===== config.mk =====
export PLATFORM = sky130hd
export DESIGN_NAME = fetch_unit
export DESIGN_NICKNAME = d
export VERILOG_FILES = /design/src/rtl/fetch_unit.sv
export SDC_FILE = /design/constraint.sdc
export NUM_CORES = 1
export LEC_CHECK = 0
export ABC_AREA = 0
export CORE_MARGIN = 1.5
export CORE_UTILIZATION = 35
export CTS_BUF_LIST = sky130_fd_sc_hd__clkbuf_8
export DETAILED_ROUTE_END_ITERATION = 6
export HOLD_SLACK_MARGIN = 0.02
export PLACE_DENSITY = 0.59
export SLEW_MARGIN = 20
export SYNTH_ARGS = -nofsm -noshare
export SYNTH_HDL_FRONTEND = slang
export SYNTH_SLANG_ARGS = --single-unit

===== constraint.sdc =====
create_clock -name clk -period 9.2 [get_ports clk]
set_clock_uncertainty 0.15 [all_clocks]
set_input_delay 2.76 -clock clk [delete_from_list [all_inputs] [get_ports clk]]
set_output_delay 2.76 -clock clk [all_outputs]
set_load 0.005 [all_outputs]

===== src/rtl/fetch_unit.sv =====
// Instruction fetch front end: owns the PC, issues 1-cycle-latency i_cache reads and buffers
// returned instructions in a 2-entry skid FIFO feeding decode through a valid/ready handshake.
module fetch_unit #(
  parameter logic [15:0] RESET_PC   = 16'h0000,
  parameter int unsigned FIFO_DEPTH = 2
) (
  input  logic        clk,
  input  logic        rst,
  output logic [15:0] ic_rd_dest,
  output logic        ic_rd_en,
  output logic        ic_nop,
  input  logic [15:0] ic_rd_out,
  input  logic [15:0] ic_pc_out,
  input  logic        br_taken,
  input  logic [15:0] br_target,
  output logic        dec_valid,
  input  logic        dec_ready,
  output logic [15:0] dec_instr,
  output logic [15:0] dec_pc
);

  logic [15:0] r_pc;
  logic        r_inflight;
  logic [1:0]  r_count;
  logic        r_head;
  logic [15:0] r_instr [2];
  logic [15:0] r_ipc   [2];

  logic        w_valid;
  logic        w_pop;
  logic        w_push;
  logic        w_tail;
  logic [2:0]  w_credit;

  assign w_valid  = !rst && (r_count != 2'd0);
  assign w_pop    = w_valid && dec_ready;
  // Slots already committed after this edge: buffered + in flight - leaving now.
  assign w_credit = {1'b0, r_count} + {2'b00, r_inflight} - {2'b00, w_pop};
  assign w_push   = r_inflight && !br_taken && !rst;
  assign w_tail   = r_head ^ r_count[0];

  assign ic_rd_dest = r_pc;
  assign ic_nop     = rst | br_taken;
  assign ic_rd_en   = !rst && !br_taken && (w_credit < 3'(FIFO_DEPTH));

  assign dec_valid = w_valid;
  assign dec_instr = w_valid ? r_instr[r_head] : 16'h0000;
  assign dec_pc    = w_valid ? r_ipc[r_head] : 16'h0000;

  always_ff @(posedge clk) begin
    if (rst) begin
      r_pc       <= RESET_PC;
      r_inflight <= 1'b0;
      r_count    <= 2'd0;
      r_head     <= 1'b0;
    end else if (br_taken) begin
      r_pc       <= br_target;
      r_inflight <= 1'b0;
      r_count    <= 2'd0;
      r_head     <= 1'b0;
    end else begin
      if (ic_rd_en) begin
        r_pc <= r_pc + 16'd1;
      end
      r_inflight <= ic_rd_en;
      if (w_pop) begin
        r_head <= ~r_head;
      end
      r_count <= r_count + {1'b0, w_push} - {1'b0, w_pop};
    end
  end

  // Storage needs no reset: occupancy alone decides what is visible.
  always_ff @(posedge clk) begin
    if (w_push) begin
      r_instr[w_tail] <= ic_rd_out;
      r_ipc[w_tail]   <= ic_pc_out;
    end
  end

  always_ff @(posedge clk) begin
    if (!rst) begin
      assert (!(w_push && (r_count == 2'(FIFO_DEPTH))));
    end
  end

endmodule

== Word level (Yosys, flattened, before mapping) ==
Memories as Yosys holds them, arrays and structs flattened. A register that Yosys moved wholly into a read port is not among the register bits.
Cells that the tools add are included.
Widths: inputs -> output; s select.

* Bits in registers: 20
* Latch bits: 0
* RAM bits: 64
* Memory bits (read-only): 0
* Bits of input ports: 52
* Output and inout port bits: 51
* Word-level logic and storage cells: 36
* Memories kept: 2

* $add $sub $neg: 5
* Multipliers: 0
* Divide/modulo/power cells: 0
* $lt $le $gt $ge: 1
* Equal/unequal tests: 0
* Shifts and indexed selects: 0
* Muxes and demuxes: 10
* Bitwise operators: 3
* Reduce and logical (&&, ||, !) cells: 11

{| class="wikitable"
|+ Memory list
! memory !! words !! width !! read ports !! clocked after memory_dff !! write ports !! line !! source
|-
| r_instr || 2 || 16 || 1 || 1 || 1 || 26 || <nowiki>logic [15:0] r_instr [2];</nowiki>
|-
| r_ipc || 2 || 16 || 1 || 1 || 1 || 27 || <nowiki>logic [15:0] r_ipc [2];</nowiki>
|}

{| class="wikitable"
|+ Operators by type and width
! kind !! count
|-
| $mux 16 || 4
|-
| $add 16x1->16 const B || 1
|-
| $logic_and 1x1->1 || 6
|-
| $mux 1 || 6
|-
| $reduce_bool 2->1 || 2
|-
| $add 2x1->3 || 1
|-
| $lt 3x2->1 const B || 1
|-
| $sub 3x1->3 || 1
|-
| $add 2x1->2 || 1
|-
| $logic_not 1->1 || 2
|-
| $reduce_or 2->1 || 1
|-
| $sub 2x1->2 || 1
|-
| $not 1->1 || 1
|-
| $or 1x1->1 || 1
|-
| $xor 1x1->1 || 1
|}

== Logic depth before layout (Yosys ltp) ==
Gate-level depths: netlist (run 1).

* Depth after elaboration: 8
* Depth in mapped cells: 11
* Depth with buffers taken out: 10

== Worst setup path after synthesis (run 1) ==
OpenSTA, ideal clock, no wires.

* Path type: input -> output
* From: input port rst
* To: output port ic_rd_en
* Data arrival time: 4.688 ns
* Required time: 6.290 ns
* Slack: 1.602 ns
* Stages: 10
* Path buffers: 1
* Cells stage by stage: clkbuf_1 > o21bai_1 > inv_1 > nand2_1 > xnor2_1 > nand2_1 > fa_1 > xnor2_4 > nand3_1 > inv_1

* Longest elaborated chain between the ends: 6
* Elaborated cells between the ends (all ways): 7
* Classes of those cells: add/sub: 1; order compare: 1; reduce/logical: 5

{| class="wikitable"
|+ Ends and longest elaborated chain
! item !! line !! source
|-
| start, declared || 8 || <nowiki>input logic rst,</nowiki>
|-
| $logic_not 1->1 || n/a ||
|-
| $logic_and 1x1->1 || 35 || <nowiki>assign w_valid = !rst && (r_count != 2'd0);</nowiki>
|-
| net dec_valid || 16 || <nowiki>output logic dec_valid,</nowiki>
|-
| $logic_and 1x1->1 || 36 || <nowiki>assign w_pop = w_valid && dec_ready;</nowiki>
|-
| $sub 3x1->3 || 38 || <nowiki>assign w_credit = {1'b0, r_count} + {2'b00, r_inflight} - {2'b00, w_pop};</nowiki>
|-
| $lt 3x2->1 || 44 || <nowiki>assign ic_rd_en = !rst && !br_taken && (w_credit < 3'(FIFO_DEPTH));</nowiki>
|-
| $logic_and 1x1->1 || 44 ||
|-
| end, declared || 10 || <nowiki>output logic ic_rd_en,</nowiki>
|}

The timed path passes the listed nets, and every way through them passes these cells.

== Worst setup path after layout (run 1) ==
* From: input port rst
* To: output port ic_rd_en

* Longest elaborated chain between the ends: 6
* Elaborated cells between the ends (all ways): 7
* Classes of those cells: add/sub: 1; order compare: 1; reduce/logical: 5

{| class="wikitable"
|+ Ends and longest elaborated chain
! item !! line
|-
| $logic_not 1->1 * || n/a
|-
| $logic_and 1x1->1 || 35
|-
| $logic_and 1x1->1 || 36
|-
| $sub 3x1->3 || 38
|-
| $lt 3x2->1 || 44
|-
| $logic_and 1x1->1 * || 44
|}

Mark *: on every way between the ends. The rest lies on a longest branch, timed or not.

==> flow_summary.ini, run 1 <==
[floorplanning]
ioPinCount = 103
chipWidth_um = 103.5
num_rows = 36
core_area_mm2 = 0.009774
die_h_um = 103.5
start_util = 0.3620
die_area_mm2 = 0.01072

[routing]
wire_per_inst_um = 14.76
route.detailed.drc = 0
dr.pass1.iters = 4
ant_nets = 0
vias = 2462
first_iter_violations = 76
routed_wl_um = 7529
via_per_inst = 4.827

[logic_synthesis]
synth_most_common_cell = edfxtp_1
syn-cell-area_mm2 = 0.003538
async_reset_ff_frac = 0
synth-seq-cells = 85
synth_edf_count = 64
synthTopCellsByArea = edfxtp_1 (54%), dfxtp_1 (12%), mux2i_1 (9.1%), nor2_1 (5.5%), xor2_1 (2.2%)
yosysSeqAreaShare = 0.6620
synth_nets = 325
synthCells = 270
netlist.area_leader.share = 0.5431
synth_commonest_cells = edfxtp_1 (64), nor2_1 (52), mux2i_1 (32), dfxtp_1 (21)
yosysWarnings = 0
avgSynthCellArea_um2 = 13.11
synth_top_area_cell = edfxtp_1
ys.flop_type = edfxtp_1
post_synth_num_cell_types = 30

[sta]
setup_tns_ps = 0
relSlewSlack = 0.2906
hold_viol = 0
finalCritPeriodShare = 0.9127
worst_slew_pin_slew_ps = 1064
finalSetupViolCount = 0
rsz0062_at_grt = false
post-route-min-period_ps = 8397
maxSlewViolCount = 0
clock.fmax_mhz = 119.1

[clocking]
cts-root-buf = clkbuf_8
clkLatencyLatePin_ps = 350
cts.path.max_buffers = 2
htree_num_levels = 3
cts_tree = yes
cts_buffers = 9
post-cts-setup-buffers = 0
clock_sinks = 85
cts.hold.buffers_added = 0
path_clk_slew_ps = 90
cts.repair.resized = 0

[cells_and_area]
final_layout_size_suffix_gt1_frac = 0.06366
diodes = 0
nNetsFinal = 427
area_growth_pct = 38.76
stdcell_count = 510

[critical_path]
worst-path-buf-inv = 4
r2r_end = ic_rd_dest[10]$_SDFFE_PP0P_
crit_family = buffers and inverters
max_stage_delay_ps = 490
path_cells = clkdlybuf4s50_1 > o21bai_2 > inv_1 > nand2_1 > xnor2_1 > nand2_1 > fa_1 > xnor2_4 > nand3_1 > inv_1 > clkdlybuf4s50_1
r2r_start = r_count[1]$_SDFF_PN0_
crit_arrival_ps = 5490
crit_path_top_delay_cell = clkdlybuf4s50_1
reg2reg_setup_slack_ps = 6060
start_kind = input port
end_kind = output pin
r2r_cells = 10
cp_max_fo = 10
required_ps = 6290
worstSetupPathType = input port to output pin

[global_routing]
grt-busiest-layer = met2
first_global_vias = 2447
met1_usage = 0.1917
grt_pass1_wl_um = 12250
grt_max_degree = 33
antenna_found_initial = 0
use_met3 = 0.03713
use_met2 = 0.2286
overflow = 0
grt.total_usage = 0.1456

[hold_path]
min_from = ic_rd_dest[13]$_SDFFE_PP0P_
hold_end = ic_rd_dest[13]$_SDFFE_PP0P_
min_path_cells = 2
holdCritPathClass = flip-flop to flip-flop

[place]
place.detailed.hpwl_um = 4915
io_buffers = 102
placed_cells = 494
place.gp.congestion = 0.7700

[power]
p_per_area_mw_per_mm2 = 153.3
power_leakage_nw = 1.587
power.total_mw = 0.7528
peakVddDrop_uv = 66.34

[flow_run]
drv_cap = 0

[outcome]
run_status = complete, no violations
-- state kept, by name (all words and copies together), names as in the netlist, named ones only --
register and flops:
r_instr 32, r_ipc 32, ic_rd_dest 16, r_count 2
r_head 1, r_inflight 1
-- worst max-delay path by stage --
stage | start | end | cells after the start
final | rst | ic_rd_en | 11
after global routing | rst | ic_rd_en | 11
after CTS | rst | ic_rd_en | 11
after detailed placement | rst | ic_rd_en | 11
after global placement | rst | ic_rd_en | 11
after floorplan | rst | ic_rd_en | 10
-- worst min-delay path, stage by stage (launching register included) --
cell and delay (ps):
dfxtp_1 340, o31ai_1 70, a311oi_1 80
-- stage by stage --
stage / hold WS, ps / setup slack, ps / utilization / cell area (µm²)
after CTS: 382.6 / 772.7 / 0.5023 / 4910
final: 382.3 / 803.4 / 0.5023 / 4910
after detailed placement: 368.9 / 796.8 / 0.4813 / 4705
after floorplan: 343.8 / 1602 / - / 3538
after global placement: 367.5 / 852.8 / 0.4813 / 4705
after global routing: 413.5 / 552.4 / 0.5023 / 4910
-- final cells by class --
cell class / count / area, µm²
Clock buffer: 9 / 123.9
Timing Repair Buffer: 104 / 1036
Inverter: 7 / 26.28
Clock inverter: 7 / 81.33
Sequential cell: 85 / 2344
Tap cell: 133 / 166.4
Multi-Input combinational cell: 165 / 1132
Fill cell: 896 / 4865
-- metal layers --
layer / wire [µm] / up-vias
met2: 3446 / 79
li1: - / 1200
met5: 0 / -
met3: 426 / 9
met1: 3559 / 1174
met4: 97 / 0
-- where the power goes --
| part | internal (mW) | switching (mW) | leakage [nW] |
|---|---|---|---|
| Sequential | 0.420 | 0.00743 | 0.752 |
| Combinational | 0.0367 | 0.0204 | 0.729 |
| Clock | 0.129 | 0.139 | 0.106 |
| Total | 0.586 | 0.167 | 1.59 |
-- logic make-up (layout without fill, tap and decap cells) --
kind of cell	count (synthesis)	after routing	share of synthesized area
AOI/OAI and AO/OA	27	27	0.05481
xor gates and xnor gates	13	13	0.03749
adders and majority gates	3	3	0.01273
buffers and inverters	20	127	0.02157
DFF	85	85	0.6620
muxes	32	32	0.09052
and+or+nand+nor	90	90	0.1209
-- layout by cell type (no fill, tap or decap), types with 2 or more instances in the layout --
master           Yosys  routed
ha_1                 2       2
nand2_1              8       8
clkdlybuf4s50_1      0     102
clkinv_4             0       3
o21ai_0              6       6
nand4_1              6       6
inv_1                7       7
and3_1               4       3
dfxtp_1             21      20
a311oi_1             8       8
edfxtp_1            64      64
xnor2_1              3       3
or4_1                2       2
or3_1                7       7
and4_1               2       2
nand3_1              6       6
nor2_1              52      51
buf_4                0       2
mux2i_1             32      32
xor2_1               9       9
clkbuf_8             0       9
and2_1               2       2
o31ai_1              2       2
a211oi_1             7       7
Note: power is estimated with default switching activity, not from simulation.
==> run 2: changes to the inputs <==
--- a/config.mk
+++ b/config.mk
@@ -6,12 +6,14 @@
 export NUM_CORES = 1
 export LEC_CHECK = 0
 export ABC_AREA = 0
+export CELL_PAD_IN_SITES_DETAIL_PLACEMENT = 0
+export CELL_PAD_IN_SITES_GLOBAL_PLACEMENT = 2
 export CORE_MARGIN = 1.5
-export CORE_UTILIZATION = 35
+export CORE_UTILIZATION = 34
 export CTS_BUF_LIST = sky130_fd_sc_hd__clkbuf_8
 export DETAILED_ROUTE_END_ITERATION = 6
 export HOLD_SLACK_MARGIN = 0.02
-export PLACE_DENSITY = 0.59
+export PLACE_DENSITY = 0.83
 export SLEW_MARGIN = 20
 export SYNTH_ARGS = -nofsm -noshare
 export SYNTH_HDL_FRONTEND = slang
==> run 2 against run 1 <==
Effect of this change: sequential power barely moved; fmax fell by 0.47%; sequential cell count did not move; non-clock buffer count did not move; combinational power rose by 0.9%; via count fell by 0.85%; hold slack got worse by 8.3 ps; total power rose by 0.36%; largest cell class unchanged.
==> flow_summary.ini, run 2 (same netlist as run 1, synthesis figures left out) <==
[critical_path]
worst-path-buf-inv = 4
max_stage_delay_ps = 500
worstSetupPathType = input port to output pin
path_cells = clkdlybuf4s50_1 > o21bai_2 > inv_1 > nand2_1 > xnor2_1 > nand2_1 > fa_1 > xnor2_4 > nand3_1 > inv_1 > clkdlybuf4s50_1
crit_arrival_ps = 5530
end_kind = output pin
start_kind = input port
required_ps = 6290
crit_path_top_delay_cell = clkdlybuf4s50_1
cp_max_fo = 10
crit_family = buffers and inverters

[clocking]
cts_buffers = 9
post-cts-setup-buffers = 0
clock_sinks = 85
path_clk_slew_ps = 90
htree_num_levels = 3
cts.path.max_buffers = 2
cts-root-buf = clkbuf_8
clkLatencyLatePin_ps = 350
cts.hold.buffers_added = 0
cts_tree = yes
cts.repair.resized = 0

[routing]
via_per_inst = 4.758
routed_wl_um = 7597
vias = 2441
dr.pass1.iters = 4
first_iter_violations = 77
route.detailed.drc = 0
ant_nets = 0
wire_per_inst_um = 14.81

[sta]
finalSetupViolCount = 0
hold_viol = 0
relSlewSlack = 0.3353
worst_slew_pin_slew_ps = 997.1
maxSlewViolCount = 0
clock.fmax_mhz = 118.5
setup_tns_ps = 0
post-route-min-period_ps = 8436
rsz0062_at_grt = false
finalCritPeriodShare = 0.9170

[cells_and_area]
stdcell_count = 513
nNetsFinal = 427
layout_commonest_cell = clkdlybuf4s50_1
diodes = 0
area_growth_pct = 38.90
final_area_mm2 = 0.004915
final_cell_mix = clkdlybuf4s50_1 (102), edfxtp_1 (64), nor2_1 (51), mux2i_1 (32), dfxtp_1 (20)
fin_util = 0.4804
final_layout_size_suffix_gt1_frac = 0.06366

[power]
peakVddDrop_uv = 63.33
p_per_area_mw_per_mm2 = 153.7
power_leakage_nw = 1.579

[place]
io_buffers = 102
place.detailed.hpwl_um = 5021
place_area_mm2 = 0.004708
place.gp.congestion = 0.7234
placed_cells = 497

[floorplanning]
num_rows = 37
die_h_um = 105.0
ioPinCount = 103
core_area_mm2 = 0.01023
start_util = 0.3458
chipWidth_um = 105.0
die_area_mm2 = 0.01103

[global_routing]
grt_pass1_wl_um = 12120
overflow = 0
use_met2 = 0.2264
use_met3 = 0.03743
grt_max_degree = 33
met1_usage = 0.1819
grt-busiest-layer = met2
antenna_found_initial = 0
first_global_vias = 2450
grt.total_usage = 0.1421

[flow_run]
drv_cap = 0

[outcome]
run_status = complete, no violations

[hold_path]
holdCritPathClass = flip-flop to flip-flop
## run 2: worst paths after layout
kind              cells past startpoint  slack (ps)                         from                     endpoint
setup / recovery                     11         760                          rst                     ic_rd_en
setup reg to reg                     10        6040        r_count[1]$_SDFF_PN0_  ic_rd_dest[14]$_SDFFE_PP0P_
hold reg to reg                       2         370  ic_rd_dest[15]$_SDFFE_PP0P_  ic_rd_dest[15]$_SDFFE_PP0P_
hold / removal                        2         370  ic_rd_dest[15]$_SDFFE_PP0P_  ic_rd_dest[15]$_SDFFE_PP0P_
## run 2: metal layers
layer | up-vias | wire (µm)
met1 | 1153 | 3612
li1 | 1195 | -
met5 | - | 0
met4 | 0 | 130
met3 | 13 | 464
met2 | 80 | 3389
## run 2: stage by stage
stage / hold slack [ps] / setup WS (ps) / total power, mW
after floorplan: 343.8 / 1602 / 0.4522
after global placement: 351.0 / 818.6 / 0.4931
after detailed placement: 354.5 / 780.4 / 0.4937
after CTS: 371.5 / 756.1 / 0.7643
after global routing: 413.0 / 580.6 / 0.7847
final: 374.1 / 764.0 / 0.7555
## run 2: worst min-delay path: stages (launching register included)
cell      delay, ps
dfxtp_1         330
o31ai_1          70
a311oi_1         80
## run 2: cell type report
cell class	instances	area [µm²]
Clock buffer	9	123.9
Clock inverter	7	82.58
Fill cell	907	5316
Inverter	7	26.28
Multi-Input combinational cell	165	1132
Sequential cell	85	2344
Tap cell	136	170.2
Timing Repair Buffer	104	1036
## run 2: report_power, final
part	internal (mW)	total, mW	switching, mW
sequential	0.420	0.428	0.00762
combinational	0.0368	0.0576	0.0208
clock	0.129	0.270	0.141
